File: config.mk
export PLATFORM = sky130hd
export DESIGN_NAME = lsu_ctrl
export DESIGN_NICKNAME = d
export VERILOG_FILES = /design/src/rtl/lsu_ctrl.sv
export SDC_FILE = /design/constraint.sdc
export NUM_CORES = 1
export LEC_CHECK = 0
export CORE_MARGIN = 4
export CORE_UTILIZATION = 28
export DETAILED_ROUTE_END_ITERATION = 10
export HOLD_SLACK_MARGIN = 0.05
export MAX_ROUTING_LAYER = met4
export PLACE_DENSITY_LB_ADDON = 0.25
export SKIP_LAST_GASP = 1
export SLEW_MARGIN = 15
export SYNTH_ARGS = -nofsm -noshare
export SYNTH_HDL_FRONTEND = slang
export SYNTH_SLANG_ARGS = --single-unit
File: constraint.sdc
create_clock -name clk -period 3.3 [get_ports clk]
set_input_delay 0.825 -clock clk [delete_from_list [all_inputs] [get_ports clk]]
set_output_delay 0.825 -clock clk [all_outputs]
set_load 0.05 [all_outputs]
File: src/rtl/lsu_ctrl.sv
// Load/store controller: one data-memory access per request over a req/gnt/rvld bus.
// Define LSU_MISALIGN_CHK_EN to fault misaligned half/word accesses without touching the bus.
module lsu_ctrl #(
  parameter int CPU_WIDTH = 32,
  parameter int TIMEOUT   = 16
) (
  input  logic                 clk,
  input  logic                 rst_n,
  input  logic                 req_vld,
  output logic                 req_rdy,
  input  logic                 req_we,
  input  logic [1:0]           req_size,
  input  logic                 req_uns,
  input  logic [CPU_WIDTH-1:0] req_addr,
  input  logic [CPU_WIDTH-1:0] req_wdata,
  output logic                 rsp_vld,
  output logic [CPU_WIDTH-1:0] rsp_rdata,
  output logic                 rsp_err,
  output logic                 mem_req,
  output logic                 mem_we,
  output logic [CPU_WIDTH-1:0] mem_addr,
  output logic [3:0]           mem_be,
  output logic [CPU_WIDTH-1:0] mem_wdata,
  input  logic                 mem_gnt,
  input  logic                 mem_rvld,
  input  logic [CPU_WIDTH-1:0] mem_rdata
);

  localparam logic [7:0] TO_LAST = 8'(TIMEOUT - 1);

  typedef enum logic [1:0] {S_IDLE, S_REQ, S_WAIT, S_RESP} state_t;

  typedef struct packed {
    logic                 we;
    logic [1:0]           size;
    logic                 uns;
    logic [CPU_WIDTH-1:0] addr;
    logic [CPU_WIDTH-1:0] wdata;
  } acc_t;

  state_t               state_q, state_d;
  acc_t                 acc_q, acc_d;
  logic [7:0]           cnt_q, cnt_d;
  logic [CPU_WIDTH-1:0] rdata_q, rdata_d;
  logic                 err_q, err_d;

  logic                 misalign;
  logic                 to_hit;
  logic [7:0]           ld_b;
  logic [15:0]          ld_h;
  logic [CPU_WIDTH-1:0] ld_ext;
  logic [3:0]           be;
  logic [CPU_WIDTH-1:0] wdata_rep;

`ifdef LSU_MISALIGN_CHK_EN
  assign misalign = ((req_size == 2'b01) && req_addr[0]) ||
                    (req_size[1] && (req_addr[1:0] != 2'b00));
`else
  assign misalign = 1'b0;
`endif

  // The counter can step one past TO_LAST when the grant lands in the final
  // REQ cycle, so compare with >= to keep the WAIT phase bounded too.
  assign to_hit = (cnt_q >= TO_LAST);

  // Lane selection of the returned word, then sign/zero extension.
  always_comb begin
    ld_b = 8'h00;
    case (acc_q.addr[1:0])
      2'd0:    ld_b = mem_rdata[7:0];
      2'd1:    ld_b = mem_rdata[15:8];
      2'd2:    ld_b = mem_rdata[23:16];
      default: ld_b = mem_rdata[31:24];
    endcase
    ld_h = acc_q.addr[1] ? mem_rdata[31:16] : mem_rdata[15:0];
    case (acc_q.size)
      2'b00:   ld_ext = {{(CPU_WIDTH-8){~acc_q.uns & ld_b[7]}}, ld_b};
      2'b01:   ld_ext = {{(CPU_WIDTH-16){~acc_q.uns & ld_h[15]}}, ld_h};
      default: ld_ext = mem_rdata;
    endcase
  end

  always_comb begin
    case (acc_q.size)
      2'b00: begin
        be        = 4'b0001 << acc_q.addr[1:0];
        wdata_rep = {4{acc_q.wdata[7:0]}};
      end
      2'b01: begin
        be        = 4'b0011 << {acc_q.addr[1], 1'b0};
        wdata_rep = {2{acc_q.wdata[15:0]}};
      end
      default: begin
        be        = 4'b1111;
        wdata_rep = acc_q.wdata;
      end
    endcase
  end

  always_ff @(posedge clk or negedge rst_n) begin
    if (!rst_n) begin
      state_q <= S_IDLE;
      acc_q   <= '0;
      cnt_q   <= '0;
      rdata_q <= '0;
      err_q   <= 1'b0;
    end else begin
      state_q <= state_d;
      acc_q   <= acc_d;
      cnt_q   <= cnt_d;
      rdata_q <= rdata_d;
      err_q   <= err_d;
    end
  end

  always_comb begin
    state_d = state_q;
    acc_d   = acc_q;
    cnt_d   = cnt_q;
    rdata_d = rdata_q;
    err_d   = err_q;
    case (state_q)
      S_IDLE: begin
        if (req_vld) begin
          acc_d   = '{we: req_we, size: req_size, uns: req_uns,
                      addr: req_addr, wdata: req_wdata};
          cnt_d   = '0;
          rdata_d = '0;
          err_d   = misalign;
          state_d = misalign ? S_RESP : S_REQ;
        end
      end
      S_REQ: begin
        cnt_d = cnt_q + 8'd1;
        if (mem_gnt) begin
          state_d = acc_q.we ? S_RESP : S_WAIT;
        end else if (to_hit) begin
          err_d   = 1'b1;
          state_d = S_RESP;
        end
      end
      S_WAIT: begin
        cnt_d = cnt_q + 8'd1;
        if (mem_rvld) begin
          rdata_d = ld_ext;
          state_d = S_RESP;
        end else if (to_hit) begin
          err_d   = 1'b1;
          state_d = S_RESP;
        end
      end
      default: state_d = S_IDLE;
    endcase
  end

  always_comb begin
    req_rdy   = (state_q == S_IDLE);
    mem_req   = (state_q == S_REQ);
    mem_we    = mem_req & acc_q.we;
    mem_addr  = mem_req ? {acc_q.addr[CPU_WIDTH-1:2], 2'b00} : '0;
    mem_be    = mem_req ? be : 4'b0000;
    mem_wdata = mem_req ? wdata_rep : '0;
    rsp_vld   = (state_q == S_RESP);
    rsp_rdata = rsp_vld ? rdata_q : '0;
    rsp_err   = rsp_vld & err_q;
  end

endmodule

* After elaboration in Yosys (flattened, before gate mapping) *
Cells that the tools add are included.

word-level totals
  input port bits = 105
  word-level logic and storage cells = 64
  memory bits (read-only) = 0
  latch bits = 0
  register bits after elaboration = 111
  output and inout bits = 105
  memories = 0
  bits in writable memories = 0

cells by class
  $lt $le $gt $ge = 1
  mux-type cells = 25
  divide/modulo/power cells = 0
  eq/ne operators = 10
  reductions and logical operators = 11
  shift-type cells = 2
  bitwise logic cells = 5
  add/sub/neg operators = 1
  multipliers = 0

operators by type and width
  kind                                                                   count
  32-bit one-hot mux with 2 select lines                                 3
  32-bit two-way mux                                                     5
  8-bit one-hot mux with 3 select lines                                  1
  16-bit two-way mux                                                     1
  8-bit one-hot mux with 2 select lines                                  1
  8-bit by 1-bit adder with 8-bit output, second input constant          1
  8-bit by 4-bit >= comparator with 1-bit output, second input constant  1
  2-bit two-way mux                                                      4
  8-bit two-way mux                                                      1
  2-bit != test, second input constant                                   4
  4-bit one-hot mux with 2 select lines                                  1
  2-bit by 1-bit equality test with 1-bit output, second input constant  3
  2-bit equality test, second input constant                             3
  2-bit logical NOT                                                      3
  2-bit one-hot mux with 3 select lines                                  1
  1-bit two-way mux                                                      5
  1-bit bitwise AND                                                      4
  4-bit two-way mux                                                      1
  2-bit AND reduction                                                    2
  4-bit AND reduction                                                    1
  2-bit nonzero test                                                     2
  1-bit by 2-bit << shifter with 4-bit output, first input constant      1
  2-bit by 2-bit << shifter with 4-bit output, first input constant      1
  1-bit one-hot mux with 3 select lines                                  1
  other kinds (4)                                                        4

* Logic depth before layout (Yosys ltp) *
  depth in word-level cells = 6
  gate-level depth with buffers = 8
  gate-level depth less buffers = 6

* Least setup slack after synthesis *
No wires, ideal clock.

  path type = reg2out
  start point = register state_q[1]
  end point = output mem_be[3]
  path buffers = 1
  data required time = 2.475 ns
  setup slack = -0.045 ns
  cell stages (with the launch flop) = 5
  arrival = 2.520 ns
  path through = dfrtp_1 inv_1 ha_1 clkbuf_1 a21boi_0

between the ends
  cells in the longest elaborated chain, start to end = 2

ends and longest elaborated chain
  what                                            RTL line  text
  from (decl)                                     41        state_t state_q, state_d;
  from (signal assigned)                          108       state_q <= state_d;
  2-bit by 1-bit equality test with 1-bit output  158       mem_req = (state_q == S_REQ);
  named net mem_req                               19        output logic mem_req,
  4-bit two-way mux                               161       mem_be = mem_req ? be : 4'b0000;
  to (decl)                                       22        output logic [3:0] mem_be,

The timed path passes the listed nets, and every way through them passes these cells.

* Final worst setup path *
  start point = register state_q[1]
  end point = output mem_req

between the ends
  cells in the longest elaborated chain, start to end = 1

ends and longest elaborated chain
  what                                            RTL line
  2-bit by 1-bit equality test with 1-bit output  158
  to (decl)                                       19

No other way between the ends.

==> summary.md <==
| Metric | Value |
|---|---|
| Outcome | `finished clean` |
| Netlist Area Pre-Place | `5910 µm²` |
| Lkg Pwr | `3.98 nW` |
| Yosys top cell area share | `0.470` |
| Crit path launch type | `flip-flop` |
| Commonest non-fill, non-tap cell in the layout | `dfrtp_1` |
| # IOs | `210` |
| Pin count of the biggest net entering global routing | `69` |
| Period utilization | `0.965` |
| Fin. max-slew vios | `0` |
| RSZ-0062 raised after global routing | `no` |
| Hold/Removal Path Class | `input port to asynchronous set/reset pin` |
| Post-CTS Setup Bufs | `0` |
| Routability cong. | `0.813` |
| Hold buffer count at CTS | `0` |
| CTS tree | `done` |
| Ranking of synthesized cells by area | `dfrtp_1, mux2_2, and2_1` |
| Drt total wl | `18.4 mm` |
| Critical path's largest stage delay | `0.86 ns` |
| Vias in the first global route | `5,256` |
| Placed inst area | `8430 µm²` |
| Vias per inst | `4.87` |
| Post-Syn Instances | `546` |
| Total congestion overflow | `0` |
| Share of layout cells above drive strength 1 | `0.261` |
| Min cycle time layout | `3.18 ns` |
| Pwr Density | `1040 nW/µm²` |
| Yosys top cell by area | `dfrtp_1` |
| Clock skew | `0.00965 ns` |
| Worst slew pin tran | `1.01 ns` |
| Initial core utilization | `0.288` |
| Slew HR | `0.326` |
| Distinct cells, synth | `50` |
| CP cell instances | `inv_1 -> ha_2 -> buf_12 -> clkdlybuf4s50_1` |
| Nets | `844` |
| DRT antenna net count | `0` |
| H-Tree Depth | `3` |
| Num CTS Buffers | `9` |
| Kind of critical path | `flip-flop to output pin` |
| Max Buffers Root-to-Sink | `2` |
| Worst setup margin | `0.117 ns` |
| Router iterations before antenna repair | `5` |
| Initial antenna violation count | `0` |
| Worst vdd ir | `0.584 mV` |
| Die W | `153 µm` |
| Slowest cell on crit path | `clkdlybuf4s50_1` |
| Die Ht | `153 µm` |
| Via Count | `4,923` |
| 1st-iter DRT viols | `249` |
| Hpwl dp | `13.7 mm` |
| Yosys warning total | `0` |
| MaxCap Viol Count | `0` |
| # DRC | `0` |
| Die area | `23,500 µm²` |
| Predominant post-synthesis flop cell | `dfrtp_1` |
| Worst-path clk slew | `0.08 ns` |
| # setup viols final | `0` |
| Num rows | `52` |
| Fmax | `0.314 GHz` |
| Post_cts resized | `39` |
| IO Port Bufs | `207` |
| Syn_area_per_cell | `10.8 µm²` |
| Arrival time worst endpoint | `2.36 ns` |
| Seq/Total Area, Yosys | `0.470` |
| Async S/R FF share, synth | `1.00` |
| Synth-to-Final Area Change | `47.2%` |
| Worst path required time | `2.47 ns` |
| Root buf cell | `clkbuf_16` |
| Dpl ws | `0.322 ns` |
| Clock insertion delay at the later pin of the skew report | `0.36 ns` |
| Crit end category | `output pin` |
| Most frequent cells in the layout | `dfrtp_1, clkdlybuf4s50_1, mux2_2, and2_1, buf_4` |
| First-pass GRT wire length | `28.9 mm` |
| GRT Total Usage | `0.157` |
| CORE AREA | `20,500 µm²` |
| Max FO, Critical Path | `68` |
| Routed wire per std cell | `18.2 µm` |
| Post-route cell area | `8700 µm²` |
| Yosys reg bits | `111` |
| Clock sinks | `111` |
| Final Hold Fails | `0` |
| Post-synth EDFFs | `0` |
-- final timing paths --
check / from / to / slack (ns) / cells past startpoint
max: state_q[1] / mem_req / 0.12 / 4
min: rst_n / rdata_q[1] / 0.49 / 1
max reg2reg: state_q[0] / rdata_q[18] / 0.92 / 6
min reg2reg: rdata_q[12] / rdata_q[12] / 0.51 / 1
max in group asynchronous: rst_n / acc_q[49] / 2.09 / 2
min in group clk: rdata_q[12] / rdata_q[12] / 0.51 / 1
-- layer usage --
| layer | track usage | share of wire | up-vias |
|---|---|---|---|
| met1 | 0.204 | 0.44 | 2384 |
| met4 | 0.0293 | 0.0080 | 0 |
| met5 | - | 0 | - |
| met2 | 0.235 | 0.45 | 226 |
| met3 | 0.0628 | 0.10 | 16 |
| li1 | - | - | 2297 |
-- worst max-delay path, delay by kind of cell, from the launching register on --
kind | cells | cell delay (ns)
DFF | 1 | 0.41
buffers and inverters | 3 | 1.29
adders and majority gates | 1 | 0.29
-- synthesized netlist by cell type, drive strengths merged (2+ instances only) --
| cell | count |
|---|---|
| nand4 | 9 |
| nor2b | 11 |
| and2 | 72 |
| nor4 | 4 |
| a21oi | 28 |
| inv | 15 |
| o211a | 8 |
| xnor2 | 3 |
| a221o | 23 |
| clkbuf | 27 |
| a21boi | 9 |
| o22ai | 2 |
| buf | 16 |
| o21ai | 16 |
| nand2 | 37 |
| nand2b | 5 |
| a22o | 11 |
| nand3 | 6 |
| ha | 5 |
| dfrtp | 111 |
| mux2 | 78 |
| nor2 | 14 |
| mux2i | 16 |
-- cell type report --
type | count | area [µm²]
sequential | 111 | 2780
antenna | 1 | 2.50
fill | 1981 | 11800
clock buffer | 9 | 225
clock inverter | 7 | 91.3
inverter | 16 | 60.1
tap | 270 | 338
multi-input combinational | 377 | 2910
timing repair buffer | 219 | 2290
-- metrics by stage --
stage,hold WS (ns),cells,utilization,TNS (ns),power (mW)
after floorplan,0.462,547,-,-0.317,5.99
after global placement,0.480,993,0.411,0,8.03
after detailed placement,0.487,993,0.411,0,8.12
after CTS,0.510,1009,0.424,0,9.18
after global routing,0.521,1009,0.424,0,9.60
final,0.494,1010,0.424,0,9.08
-- kinds of logic after synthesis --
logic type | after synthesis | share of synthesized area
and+or+nand+nor | 165 | 0.153
DFF | 111 | 0.470
buffers and inverters | 59 | 0.0411
AOI/OAI and AO/OA | 108 | 0.143
other | 1 | 0.000634
muxes | 94 | 0.177
xor gates and xnor gates | 3 | 0.00445
adders and majority gates | 5 | 0.0106
-- report_power, final --
part           switching [mW]  internal [mW]  leakage (nW)  total, mW
sequential              0.497           1.99          1.39       2.49
clock                   0.558          0.609         0.151       1.17
combinational            3.21           2.22          2.44       5.43
total                    4.26           4.82          3.98       9.08
-- state kept, by name, indices dropped and copies added, names as in the netlist --
register,count
acc_q,68
cnt_q,8
err_q,1
rdata_q,32
state_q,2
Power figures use the tool's default switching activity.
